### config.mk
export PLATFORM = sky130hd
export DESIGN_NAME = lbp_stream_engine_flat
export DESIGN_NICKNAME = d
export VERILOG_FILES = /design/src/rtl/lbp_stream_engine_if.sv /design/src/rtl/lbp_stream_engine.sv /design/src/flat_wrapper.sv
export SDC_FILE = /design/constraint.sdc
export NUM_CORES = 1
export LEC_CHECK = 0
export BUFFER_PORTS_ARGS = -buffer_cell sky130_fd_sc_hd__buf_4
export CAP_MARGIN = 20
export CORE_MARGIN = 10
export CORE_UTILIZATION = 35
export CTS_CLUSTER_SIZE = 30
export DETAILED_ROUTE_END_ITERATION = 12
export PLACE_DENSITY = 0.56
export SYNTH_ARGS = -nofsm -noshare
export SYNTH_HDL_FRONTEND = slang
export SYNTH_SLANG_ARGS = --single-unit
### constraint.sdc
create_clock -name clk -period 6.8 [get_ports clk]
set_input_delay 2.04 -clock clk [delete_from_list [all_inputs] [get_ports clk]]
set_output_delay 2.04 -clock clk [all_outputs]
set_load 0.01 [all_outputs]
### src/rtl/lbp_stream_engine_if.sv
// Handshake bundle between the LBP engine, its gray-image source and its code sink.
// The master side is the engine; the slave side is the image source plus the code sink.
interface lbp_stream_engine_if #(
  parameter int unsigned XW    = 7,
  parameter int unsigned YW    = 7,
  parameter int unsigned PIX_W = 8
);
  logic                 gray_req;
  logic                 gray_ready;
  logic [XW+YW-1:0]     gray_addr;
  logic [PIX_W-1:0]     gray_data;
  logic                 lbp_valid;
  logic                 lbp_ready;
  logic [XW+YW-1:0]     lbp_addr;
  logic [7:0]           lbp_data;

  modport master (
    output gray_req, gray_addr, lbp_valid, lbp_addr, lbp_data,
    input  gray_ready, gray_data, lbp_ready
  );

  modport slave (
    input  gray_req, gray_addr, lbp_valid, lbp_addr, lbp_data,
    output gray_ready, gray_data, lbp_ready
  );
endinterface

### src/rtl/lbp_stream_engine.sv
// Streaming LBP engine: fetches each interior pixel's 3x3 neighbourhood and emits one
// 8-bit code per interior pixel in raster order, reusing two window columns along a row.
module lbp_stream_engine #(
  parameter int unsigned XW    = 7,
  parameter int unsigned YW    = 7,
  parameter int unsigned PIX_W = 8
) (
  input  logic             clk,
  input  logic             reset,
  input  logic [PIX_W-1:0] thr,
  output logic             finish,
  lbp_stream_engine_if.master bus
);
  localparam int unsigned AW = XW + YW;
  localparam logic [XW-1:0] X_LAST = XW'((1 << XW) - 2);
  localparam logic [YW-1:0] Y_LAST = YW'((1 << YW) - 2);

  typedef enum logic [2:0] {S_IDLE, S_FILL, S_SHIFT, S_CALC, S_OUT, S_DONE} state_t;

  state_t           r_state;
  logic [XW-1:0]    r_x;
  logic [YW-1:0]    r_y;
  logic [XW-1:0]    r_rd_x;
  logic [YW-1:0]    r_rd_y;
  logic [1:0]       r_row;
  logic [1:0]       r_col;
  logic [PIX_W-1:0] r_win [9];
  logic [PIX_W-1:0] r_thr;
  logic             r_gray_req;
  logic             r_lbp_valid;
  logic [AW-1:0]    r_lbp_addr;
  logic [7:0]       r_lbp_data;
  logic             r_finish;

  logic             w_beat;
  logic [3:0]       w_idx;
  logic [PIX_W:0]   w_ref;
  logic [7:0]       w_code;

  assign w_beat = r_gray_req & bus.gray_ready;
  assign w_idx  = 4'(r_row) * 4'd3 + 4'(r_col);

  // Centre plus threshold kept one bit wider so a large threshold never wraps
  assign w_ref     = {1'b0, r_win[4]} + {1'b0, r_thr};
  assign w_code[0] = {1'b0, r_win[0]} >= w_ref;
  assign w_code[1] = {1'b0, r_win[1]} >= w_ref;
  assign w_code[2] = {1'b0, r_win[2]} >= w_ref;
  assign w_code[3] = {1'b0, r_win[3]} >= w_ref;
  assign w_code[4] = {1'b0, r_win[5]} >= w_ref;
  assign w_code[5] = {1'b0, r_win[6]} >= w_ref;
  assign w_code[6] = {1'b0, r_win[7]} >= w_ref;
  assign w_code[7] = {1'b0, r_win[8]} >= w_ref;

  always_ff @(posedge clk or negedge reset) begin
    if (!reset) begin
      r_state     <= S_IDLE;
      r_x         <= XW'(1);
      r_y         <= YW'(1);
      r_rd_x      <= '0;
      r_rd_y      <= '0;
      r_row       <= 2'd0;
      r_col       <= 2'd0;
      r_win       <= '{default: '0};
      r_thr       <= '0;
      r_gray_req  <= 1'b0;
      r_lbp_valid <= 1'b0;
      r_lbp_addr  <= '0;
      r_lbp_data  <= '0;
      r_finish    <= 1'b0;
    end else begin
      case (r_state)
        S_IDLE: begin
          if (bus.gray_ready) begin
            r_thr      <= thr;
            r_rd_x     <= r_x - XW'(1);
            r_rd_y     <= r_y - YW'(1);
            r_row      <= 2'd0;
            r_col      <= 2'd0;
            r_gray_req <= 1'b1;
            r_state    <= S_FILL;
          end
        end
        S_FILL: begin
          if (w_beat) begin
            r_win[w_idx] <= bus.gray_data;
            if (r_row == 2'd2 && r_col == 2'd2) begin
              r_gray_req <= 1'b0;
              r_state    <= S_CALC;
            end else if (r_col == 2'd2) begin
              r_col  <= 2'd0;
              r_row  <= r_row + 2'd1;
              r_rd_x <= r_x - XW'(1);
              r_rd_y <= r_rd_y + YW'(1);
            end else begin
              r_col  <= r_col + 2'd1;
              r_rd_x <= r_rd_x + XW'(1);
            end
          end
        end
        S_SHIFT: begin
          // Only the new right-hand column is fetched; r_col stays at 2
          if (w_beat) begin
            r_win[w_idx] <= bus.gray_data;
            if (r_row == 2'd2) begin
              r_gray_req <= 1'b0;
              r_state    <= S_CALC;
            end else begin
              r_row  <= r_row + 2'd1;
              r_rd_y <= r_rd_y + YW'(1);
            end
          end
        end
        S_CALC: begin
          r_lbp_data  <= w_code;
          r_lbp_addr  <= {r_y, r_x};
          r_lbp_valid <= 1'b1;
          r_state     <= S_OUT;
        end
        S_OUT: begin
          if (bus.lbp_ready) begin
            r_lbp_valid <= 1'b0;
            if (r_x != X_LAST) begin
              r_win[0]   <= r_win[1];
              r_win[1]   <= r_win[2];
              r_win[3]   <= r_win[4];
              r_win[4]   <= r_win[5];
              r_win[6]   <= r_win[7];
              r_win[7]   <= r_win[8];
              r_x        <= r_x + XW'(1);
              r_rd_x     <= r_x + XW'(2);
              r_rd_y     <= r_y - YW'(1);
              r_row      <= 2'd0;
              r_col      <= 2'd2;
              r_gray_req <= 1'b1;
              r_state    <= S_SHIFT;
            end else if (r_y != Y_LAST) begin
              r_x        <= XW'(1);
              r_y        <= r_y + YW'(1);
              r_rd_x     <= '0;
              r_rd_y     <= r_y;
              r_row      <= 2'd0;
              r_col      <= 2'd0;
              r_gray_req <= 1'b1;
              r_state    <= S_FILL;
            end else begin
              r_finish <= 1'b1;
              r_state  <= S_DONE;
            end
          end
        end
        S_DONE: begin
        end
        default: r_state <= S_IDLE;
      endcase
    end
  end

  assign bus.gray_req  = r_gray_req;
  assign bus.gray_addr = {r_rd_y, r_rd_x};
  assign bus.lbp_valid = r_lbp_valid;
  assign bus.lbp_addr  = r_lbp_addr;
  assign bus.lbp_data  = r_lbp_data;
  assign finish        = r_finish;
endmodule

### src/flat_wrapper.sv
// flat-port wrapper written by rule: the top's interface ports become plain ports
module lbp_stream_engine_flat 
#(
  parameter int unsigned XW    = 7,
  parameter int unsigned YW    = 7,
  parameter int unsigned PIX_W = 8
)
  (clk, reset, thr, finish, bus_gray_req, bus_gray_addr, bus_lbp_valid, bus_lbp_addr, bus_lbp_data, bus_gray_ready, bus_gray_data, bus_lbp_ready);
  lbp_stream_engine_if #(.XW(XW), .YW(YW), .PIX_W(PIX_W)) bus_i ();
  input  logic clk;
  input  logic reset;
  input  logic [PIX_W-1:0] thr;
  output logic finish;
  output wire logic [$bits(bus_i.gray_req)-1:0] bus_gray_req;
  output wire logic [$bits(bus_i.gray_addr)-1:0] bus_gray_addr;
  output wire logic [$bits(bus_i.lbp_valid)-1:0] bus_lbp_valid;
  output wire logic [$bits(bus_i.lbp_addr)-1:0] bus_lbp_addr;
  output wire logic [$bits(bus_i.lbp_data)-1:0] bus_lbp_data;
  input wire logic [$bits(bus_i.gray_ready)-1:0] bus_gray_ready;
  input wire logic [$bits(bus_i.gray_data)-1:0] bus_gray_data;
  input wire logic [$bits(bus_i.lbp_ready)-1:0] bus_lbp_ready;
  assign bus_gray_req = bus_i.gray_req;
  assign bus_gray_addr = bus_i.gray_addr;
  assign bus_lbp_valid = bus_i.lbp_valid;
  assign bus_lbp_addr = bus_i.lbp_addr;
  assign bus_lbp_data = bus_i.lbp_data;
  assign bus_i.gray_ready = bus_gray_ready;
  assign bus_i.gray_data = bus_gray_data;
  assign bus_i.lbp_ready = bus_lbp_ready;
  lbp_stream_engine #(.XW(XW), .YW(YW), .PIX_W(PIX_W)) u_core (.clk(clk), .reset(reset), .thr(thr), .finish(finish), .bus(bus_i));
endmodule
==> results of run 1 <==
==> worst min-delay path by stage <==
stage | startpoint | to | slack, ns | cells past startpoint
6_report | u_core.finish | u_core.finish | 0.45 | 1
2_1_floorplan | u_core.r_thr[0] | u_core.r_thr[0] | 0.49 | 1
3_5_place_dp | u_core.finish | u_core.finish | 0.45 | 1
4_1_cts | u_core.finish | u_core.finish | 0.46 | 1
5_1_grt | u_core.finish | u_core.finish | 0.49 | 1
3_3_place_gp | u_core.finish | u_core.finish | 0.44 | 1
==> worst reg2reg max path, cell delays in order, from the launching register on <==
cell and delay [ns]:
dfrtp_1 0.41, ha_1 0.28, a21o_1 0.17, a21oi_1 0.22, o21ai_0 0.16, o41ai_1 0.34
xor2_1 0.19, buf_4 0.25, ha_1 0.28, a21bo_2 0.19, a21o_1 0.16, a21oi_1 0.13
o21ai_0 0.09, maj3_1 0.36, a221o_1 0.32
==> cells by family after synthesis <==
family	Yosys count
and+or+nand+nor	255
xor gates and xnor gates	28
adders and majority gates	82
DFF	140
muxes	46
AOI/OAI and AO/OA	263
buffers and inverters	88
==> final cells by class <==
class                   instances  share of cell area, %
clock buffers                  20                   4.50
clock inverters                12                   1.60
inverters                      34                   1.26
multi-input cells             674                   48.3
flip-flops and latches        140                   34.6
well taps                     324                   4.00
repair buffers                 76                   5.79
==> per-stage QoR <==
step                worst slack (ns)  hold WS (ns)  utilization [%]
finish                          3.13         0.454             41.3
global route                    2.84         0.492             41.3
CTS                             3.11         0.460             41.2
detailed placement              2.83         0.445             38.7
global placement                2.87         0.442             38.7
floorplan                       3.21         0.487                -
==> state kept, by name (all words and copies together), names as in the netlist <==
signal / count
u_core.bus.gray_req: 1
u_core.bus.lbp_addr: 14
u_core.bus.lbp_data: 8
u_core.bus.lbp_valid: 1
u_core.finish: 1
u_core.r_col: 2
u_core.r_rd_x: 7
u_core.r_rd_y: 7
u_core.r_row: 2
u_core.r_state: 3
u_core.r_thr: 8
u_core.r_win: 72
u_core.r_x: 7
u_core.r_y: 7
==> synth_stat cells, drive strengths merged, types with 2 or more instances <==
cell type and count:
nand2b 10, a31oi 5, o21bai 4, a211oi 10
a221oi 5, mux2 40, inv 34, a2111oi 2
nand4 8, dfrtp 138, dfstp 2, o22ai 5
or3 3, xor2 14, nor2b 17, o21a 5
nand3 27, nand2 64, o211ai 3, o211a 5
a32oi 48, nor3 20, xnor2 14, ha 78
o221ai 3, nor4b 2, nor2 77, and3 10
fa 3, mux2i 6, o21ai 45, a21o 11
nor4 2, a221o 12, buf 37, nor3b 3
a21oi 87, clkbuf 17, o31ai 2, and2 6
and4 4
==> metal layers <==
metal	up-vias	GRT usage [%]	wire length [µm]
met5	-	0	0
met1	3383	20.1	11300
met2	140	24.9	11400
li1	3443	-	-
met4	0	4.51	356
met3	25	3.09	1050
==> results.json, run 1 <==
{
  "track_usage_pct": 15.3,
  "timing.critical_path.max_delay_family": "compound AO/OA/AOI/OAI gates",
  "fraction_of_the_yosys_area_taken_by_sequential_cells_pct": 39.9,
  "setup.worst_path.end": "u_core.bus.lbp_data[1]",
  "grt_start_max_net_pins": 92,
  "multiInputGateArea_mm2": 0.00489,
  "ios": 59,
  "final_layout_size_suffix_gt1_share_pct": 16.7,
  "finalWeightedCongestion": 0.844,
  "share_of_the_synthesized_area_in_the_top_cell_type_pct": 39.3,
  "dominant_combinational_cell_family_by_area_after_synthesis": "compound AO/OA/AOI/OAI gates",
  "reg2reg_slack_ns": 3.13,
  "worst_r2r_endpoint": "u_core.bus.lbp_data[1]",
  "seq_area_mm2": 0.00351,
  "wire_per_inst_um": 18.8,
  "timing.critical_path.cells": "ha_1 > a21o_1 > a21oi_1 > o21ai_0 > o41ai_1 > xor2_1 > buf_4 > ha_1 > a21bo_2 > a21o_1 > a21oi_1 > o21ai_0 > maj3_1 > a221o_1",
  "most_frequent_cells_in_the_layout": "dfrtp_1, a21oi_1, ha_1, nor2_1, buf_4",
  "worst-endpoint-arrival_ns": 3.99,
  "synthXorXnorAreaFrac_pct": 2.88,
  "min-delay-path-class": "register to register",
  "synthesis.area_mm2": 0.00879,
  "final_max_slew_viol_count": 0,
  "route.vias.total": 6991,
  "async_reset_ff_share_pct": 100,
  "route.antenna.remaining_nets": 0,
  "drt_drc_violations_left": 0,
  "cts.repair_timing.setup_buffer_count": 0,
  "dp_hpwl_um": 16400,
  "worstReg2RegStart": "u_core.r_win[33]",
  "path_clk_slew_ns": 0.06,
  "clock-root-buffer": "clkbuf_16",
  "synthCells": 902,
  "layout_min_cycle_time_ns": 3.67,
  "timing.final.setup_violations": 0,
  "crit_path_max_incr_delay_ns": 0.41,
  "drt_iter0_drc": 529,
  "register_bit_total_from_synthesis": 140,
  "die_width_um": 178,
  "diodes": 0,
  "layout_commonest_cell": "dfrtp_1",
  "initial_utilization_pct": 35.8,
  "drv.max_cap_violation_count": 0,
  "post_cts_resize_count": 0,
  "synth_cell_types": 70,
  "mux_cell_area_share_after_synthesis_pct": 5.81,
  "critical_path_buf_inv_count": 1,
  "finalHoldViolations": 0,
  "max_freq_mhz": 272,
  "timing_worst_slew_pin_value_ns": 0.879,
  "final.period_utilization_pct": 54.0,
  "timing.slew.headroom_pct": 41.1,
  "grt_pass1_vias": 6865,
  "timing.clock.skew_ns": 0.0103,
  "syn-num-nets": 1003,
  "cp.required_ns": 7.12,
  "cell_area_after_layout_mm2": 0.0101,
  "core_area_mm2": 0.0245,
  "outcome": "complete, no violations",
  "setup.worst_path.end_class": "register",
  "clock_tree.htree_level_count": 4,
  "number_of_hold_buffers_added_after_cts": 0,
  "synth_compound_area_share_pct": 20.9,
  "firstDrtPassIters": 5,
  "worst-path-stages": 14,
  "layout.cells.non_filler": 1280,
  "tritoncts.num_buffers": 17,
  "clock_insertion_delay_worst_skew_ns": 0.43,
  "average_cell_area_after_synthesis_um2": 9.74,
  "grt_setup_unrepaired": "false",
  "cts_tree": "yes",
  "crit_slowest_cell": "dfrtp_1",
  "final_nets": 1044,
  "die_area_mm2": 0.0318,
  "antenna_violations_before_repair": 0,
  "synth-edff-count": 0,
  "synthToLayoutAreaGrowth_pct": 15.4,
  "synth_simple_gate_area_share_pct": 14.1,
  "avgViaCountPerCell": 5.46,
  "num_rows": 57,
  "timing.critical_path.fanout_max": 8,
  "worstSetupPathType": "register to register",
  "netlist_top_cells_area": "dfrtp_1, ha_1, a32oi_1, a21oi_1, mux2_2",
  "count_of_input_and_output_buffers": 58,
  "wl_um": 24100,
  "global_route.overflow_total": 0,
  "yosys.area.top_type": "dfrtp_1",
  "r2r.worst_path.cells": 14,
  "cp-start-kind": "register",
  "grt_first_pass_wirelength_um": 38400,
  "synth-warning-count": 0,
  "post_dp_cell_area_mm2": 0.00949,
  "synth_top_flop_cell": "dfrtp_1",
  "die_ht_um": 178,
  "dp.cells": 1246,
  "yosys.area_share.adder_pct": 11.9,
  "fin_setup_tns_ns": 0,
  "setup_crit_start": "u_core.r_win[33]",
  "final.fill_count": 2411,
  "clock_tree.buffer_depth": 2,
  "tritoncts_num_sinks": 140
}
Power of run 1 is left out: the tool's default activity adds up to more than one toggle a clock period on the data nets, which glitch-free logic cannot reach.
==> run 2: changes to the inputs <==
Clock period 6.8 ns to 3.6 ns, I/O delays scaled along.
==> run 2 against run 1 <==
Against the previous run:
- clock-buffer cell count decreased by 3
- first-iteration DRC count decreased by 0.38%
- non-clock buffer count increased by 12
- register-to-register slack got worse by 2.9 ns
- wire length decreased by 0.60%
- global-route usage about the same
- worst setup slack got worse by 2.9 ns
- cell area increased by 1.8%
- utilization increased by 0.75 points
- clock skew decreased by 0.0034 ns
- via count increased by 0.66%
- critical endpoint unchanged
==> results.json, run 2 (synthesis results as in run 1) <==
{
  "worst-endpoint-arrival_ns": 3.71,
  "finalHoldViolations": 0,
  "dp_hpwl_um": 17000,
  "firstDrtPassIters": 5,
  "gr-max-usage-layer": "met2",
  "final_max_slew_viol_count": 0,
  "synthToLayoutAreaGrowth_pct": 17.5,
  "avgViaCountPerCell": 5.45,
  "diodes": 0,
  "final_nets": 1056,
  "grt_first_pass_wirelength_um": 38500,
  "antenna_violations_before_repair": 0,
  "outcome": "complete, no violations",
  "flip_flop_count_of_the_largest_register_all_copies_and_words_added": 72,
  "cp-start-kind": "register",
  "timing.critical_path.max_delay_family": "compound AO/OA/AOI/OAI gates",
  "grt_setup_unrepaired": "false",
  "finalWeightedCongestion": 0.833,
  "clock-root-buffer": "clkbuf_16",
  "drt_iter0_drc": 527,
  "layout_min_cycle_time_ns": 3.41,
  "path_clk_slew_ns": 0.06,
  "wire_per_inst_um": 18.5,
  "dp.cells": 1259,
  "globalRouteMet2Util_pct": 25.2,
  "core_area_mm2": 0.0245,
  "timing.final.setup_violations": 0,
  "timing.critical_path.fanout_max": 4,
  "timing.slew.headroom_pct": 41.9,
  "crit_slowest_cell": "dfrtp_1",
  "register_with_the_highest_flop_count": "u_core.r_win",
  "timing_worst_slew_pin_value_ns": 0.867,
  "layout_commonest_cell": "dfrtp_1",
  "ios": 59,
  "worstSetupPathType": "register to register",
  "final.period_utilization_pct": 94.6,
  "layout.cells.non_filler": 1292,
  "wl_um": 23900,
  "max_freq_mhz": 294,
  "global_route.overflow_total": 0,
  "whs_ns": 0.471,
  "track_usage_pct": 15.3,
  "route.antenna.remaining_nets": 0,
  "setup.worst_path.end_class": "register",
  "clock_insertion_delay_worst_skew_ns": 0.42,
  "die_ht_um": 178,
  "clock_tree.htree_level_count": 4,
  "die_area_mm2": 0.0318,
  "cts_tree": "yes",
  "final_layout_size_suffix_gt1_share_pct": 18.2,
  "fraction_of_met1_tracks_used_by_global_routing_pct": 19.8,
  "tritoncts_num_sinks": 140,
  "number_of_hold_buffers_added_after_cts": 0,
  "cp.required_ns": 3.91,
  "fin_setup_tns_ns": 0,
  "route.vias.total": 7037,
  "timing.clock.skew_ns": 0.00689,
  "critical_path_buf_inv_count": 0,
  "drt_drc_violations_left": 0,
  "gr-usage-met3_pct": 3.04,
  "crit_path_max_incr_delay_ns": 0.42,
  "initial_utilization_pct": 35.8,
  "clock_tree.buffer_depth": 2,
  "final_core_utilization_pct": 42.1,
  "most_frequent_cells_in_the_layout": "dfrtp_1, buf_4, a21oi_1, ha_1, nor2_1",
  "drv.max_cap_violation_count": 0,
  "min-delay-path-class": "register to register",
  "tritoncts.num_buffers": 17,
  "num_rows": 57,
  "timing.critical_path.cells": "ha_1 > a21o_1 > a21oi_2 > o21ai_0 > o41ai_2 > xor2_1 > ha_1 > a21bo_2 > a21o_1 > a21oi_1 > o21ai_0 > maj3_1 > a221o_1",
  "count_of_input_and_output_buffers": 58,
  "grt_pass1_vias": 7037,
  "die_width_um": 178,
  "grt_start_max_net_pins": 51
}
run 2: cell types whose count changed in the layout (fill, tap and decap cells not counted), moves of 2 or more:
cell / change
bufinv_16: +3
clkinvlp_4: -4
inv_6: -2
clkinv_2: +3
buf_4: +12
clkinv_4: +3
clkbuf_8: -2
run 2: path summary, 6_finish.rpt:
kind	startpoint	end	slack, ns	cells past startpoint
worst min-delay path	u_core.finish	u_core.finish	0.47	1
worst min register to register	u_core.finish	u_core.finish	0.47	1
max in group asynchronous	reset	u_core.r_y[0]	2.29	2
min in group asynchronous	reset	u_core.bus.lbp_data[3]	0.61	1
worst max-delay path	u_core.r_win[33]	u_core.bus.lbp_data[1]	0.19	13
worst max register to register	u_core.r_win[33]	u_core.bus.lbp_data[1]	0.19	13
run 2: what timing repair did:
item                       CTS  global route
buffers inserted             0             1
setup endpoints to repair    4             4
gates resized for setup      1             3
run 2: through the flow:
step           area [µm²]  worst slack [ns]
2_1_floorplan        8790            0.0854
3_3_place_gp         9610            0.0103
3_5_place_dp         9610           -0.0785
4_1_cts             10300            0.0999
5_1_grt             10300           0.00428
6_report            10300             0.194
run 2: routing by layer:
layer | wire length, µm | up-vias
met1 | 11100 | 3405
met3 | 958 | 30
met4 | 410 | 0
met5 | 0 | -
li1 | - | 3447
met2 | 11400 | 155
run 2: final cells by class:
class / instances / area [µm²]
inverters: 34 / 128
clock buffers: 17 / 425
repair buffers: 88 / 689
flip-flops and latches: 140 / 3510
fillers: 2428 / 14200
multi-input cells: 674 / 4920
clock inverters: 15 / 246
well taps: 324 / 405
Power of run 2 is left out for the same reason.
==> run 3: changes to the inputs <==
Settings changed: CELL_PAD_IN_SITES_DETAIL_PLACEMENT set to 1, CELL_PAD_IN_SITES_GLOBAL_PLACEMENT set to 1, PLACE_DENSITY 0.56 to 0.67.
==> run 3 against run 2 <==
Against the previous run:
- critical path depth up 2
- global-route usage is 1.7 points higher
- cell area shrank 0.92%
- clock skew up 0.0030 ns
- critical path type unchanged
- largest cell class unchanged
==> results.json, run 3 (synthesis results as in run 1) <==
{
  "outcome": "complete, no violations",
  "num_rows": 57,
  "die_ht_um": 178,
  "synthToLayoutAreaGrowth_pct": 16.4,
  "antenna_violations_before_repair": 0,
  "finalWeightedCongestion": 0.817,
  "min-delay-path-class": "register to register",
  "layout_min_cycle_time_ns": 3.33,
  "die_area_mm2": 0.0318,
  "tritoncts.num_buffers": 17,
  "met2_length_um": 12800,
  "whs_ns": 0.463,
  "global_route.overflow_total": 0,
  "most_frequent_cells_in_the_layout": "dfrtp_1, buf_4, a21oi_1, ha_1, nor2_1",
  "timing.critical_path.fanout_max": 5,
  "worst-endpoint-arrival_ns": 3.64,
  "min-delay-start": "u_core.finish",
  "wire_length_on_met3_um": 1000,
  "timing.clock.skew_ns": 0.00986,
  "path_clk_slew_ns": 0.06,
  "clock_insertion_delay_worst_skew_ns": 0.43,
  "wire_per_inst_um": 20.4,
  "finalHoldViolations": 0,
  "tritoncts_num_sinks": 140,
  "timing_worst_slew_pin_value_ns": 0.895,
  "max_freq_mhz": 300,
  "worstReg2RegStart": "u_core.r_win[32]",
  "cts_tree": "yes",
  "reg2reg_slack_ns": 0.27,
  "final_nets": 1054,
  "grt_setup_unrepaired": "false",
  "fin_setup_tns_ns": 0,
  "drv.max_cap_violation_count": 0,
  "count_of_input_and_output_buffers": 58,
  "highest-signal-layer": "met4",
  "layout_commonest_cell": "dfrtp_1",
  "register_with_the_highest_flop_count": "u_core.r_win",
  "setup_crit_start": "u_core.r_win[32]",
  "track_usage_pct": 16.9,
  "number_of_hold_buffers_added_after_cts": 0,
  "grt_start_max_net_pins": 69,
  "wl_um": 26300,
  "final.period_utilization_pct": 92.5,
  "final_max_slew_viol_count": 0,
  "grt_first_pass_wirelength_um": 42400,
  "ios": 59,
  "worst_r2r_endpoint": "u_core.bus.lbp_data[1]",
  "route.antenna.remaining_nets": 0,
  "die_width_um": 178,
  "r2r.worst_path.cells": 15,
  "route.vias.total": 7250,
  "grt_pass1_vias": 7521,
  "clock_tree.htree_level_count": 4,
  "setup.worst_path.end": "u_core.bus.lbp_data[1]",
  "worstSetupPathType": "register to register",
  "timing.final.setup_violations": 0,
  "drt_iter0_drc": 354,
  "clock-root-buffer": "clkbuf_16",
  "flip_flop_count_of_the_largest_register_all_copies_and_words_added": 72,
  "avgViaCountPerCell": 5.62,
  "core_area_mm2": 0.0245,
  "diodes": 0,
  "dp_hpwl_um": 18700,
  "setup.worst_path.end_class": "register",
  "cp.required_ns": 3.91,
  "m1WireLength_um": 12200,
  "final_layout_size_suffix_gt1_share_pct": 17.8,
  "firstDrtPassIters": 4,
  "drt_drc_violations_left": 0,
  "cp-start-kind": "register",
  "clock_tree.buffer_depth": 2,
  "timing.slew.headroom_pct": 40.4,
  "initial_utilization_pct": 35.8
}
==> run 3: cell count changes in the layout (fill, tap and decap cells not counted), sizes merged <==
cell	before	now
buf	88	86
bufinv	6	3
clkbuf	17	20
clkinv	8	5
clkinvlp	1	2
inv	34	36
==> run 3: routing by layer <==
layer  up-vias  track usage (%)
met1      3669             22.2
met4         0             4.48
met2       121             28.2
met3        22             2.90
met5         -                0
li1       3438                -
==> run 3: area by class of cell <==
cell class	count	area (µm²)
Clock inverter	12	163
Sequential cell	140	3510
Multi-Input combinational cell	674	4910
Clock buffer	20	457
Timing Repair Buffer	86	662
Tap cell	324	405
Inverter	34	128
Fill cell	2794	14300
==> run 3: repair_timing <==
item	CTS	global route
setup buffers	0	2
resized for setup	0	3
setup endpoints to repair	0	8
==> run 3: critical path, cell delays in order (launching register included) <==
cell	delay, ns
dfrtp_1	0.38
ha_1	0.19
inv_1	0.06
fa_1	0.40
inv_1	0.08
a21o_1	0.13
a21oi_1	0.11
xor2_2	0.18
buf_4	0.17
buf_4	0.14
ha_1	0.29
a21o_1	0.18
a21oi_1	0.13
o21ai_0	0.10
maj3_1	0.35
a221o_1	0.32
==> run 3: how the worst min path moves through the flow <==
stage                            to  slack [ns]  cells after the start
global route          u_core.finish        0.51                      1
finish                u_core.finish        0.46                      1
global placement      u_core.finish        0.45                      1
floorplan           u_core.r_thr[0]        0.49                      1
detailed placement    u_core.finish        0.45                      1
CTS                   u_core.finish        0.47                      1
==> run 3: through the flow <==
step | setup WS [ns] | util, % | cells | instance area, µm²
after global routing | 0.0362 | 41.7 | 1290 | 10200
final | 0.270 | 41.7 | 1290 | 10200
after global placement | 0.123 | 39.0 | 1256 | 9580
after CTS | 0.00115 | 41.6 | 1288 | 10200
after floorplan | 0.0854 | - | 902 | 8790
after detailed placement | 0.0390 | 39.0 | 1256 | 9580
Power of run 3 is left out for the same reason.
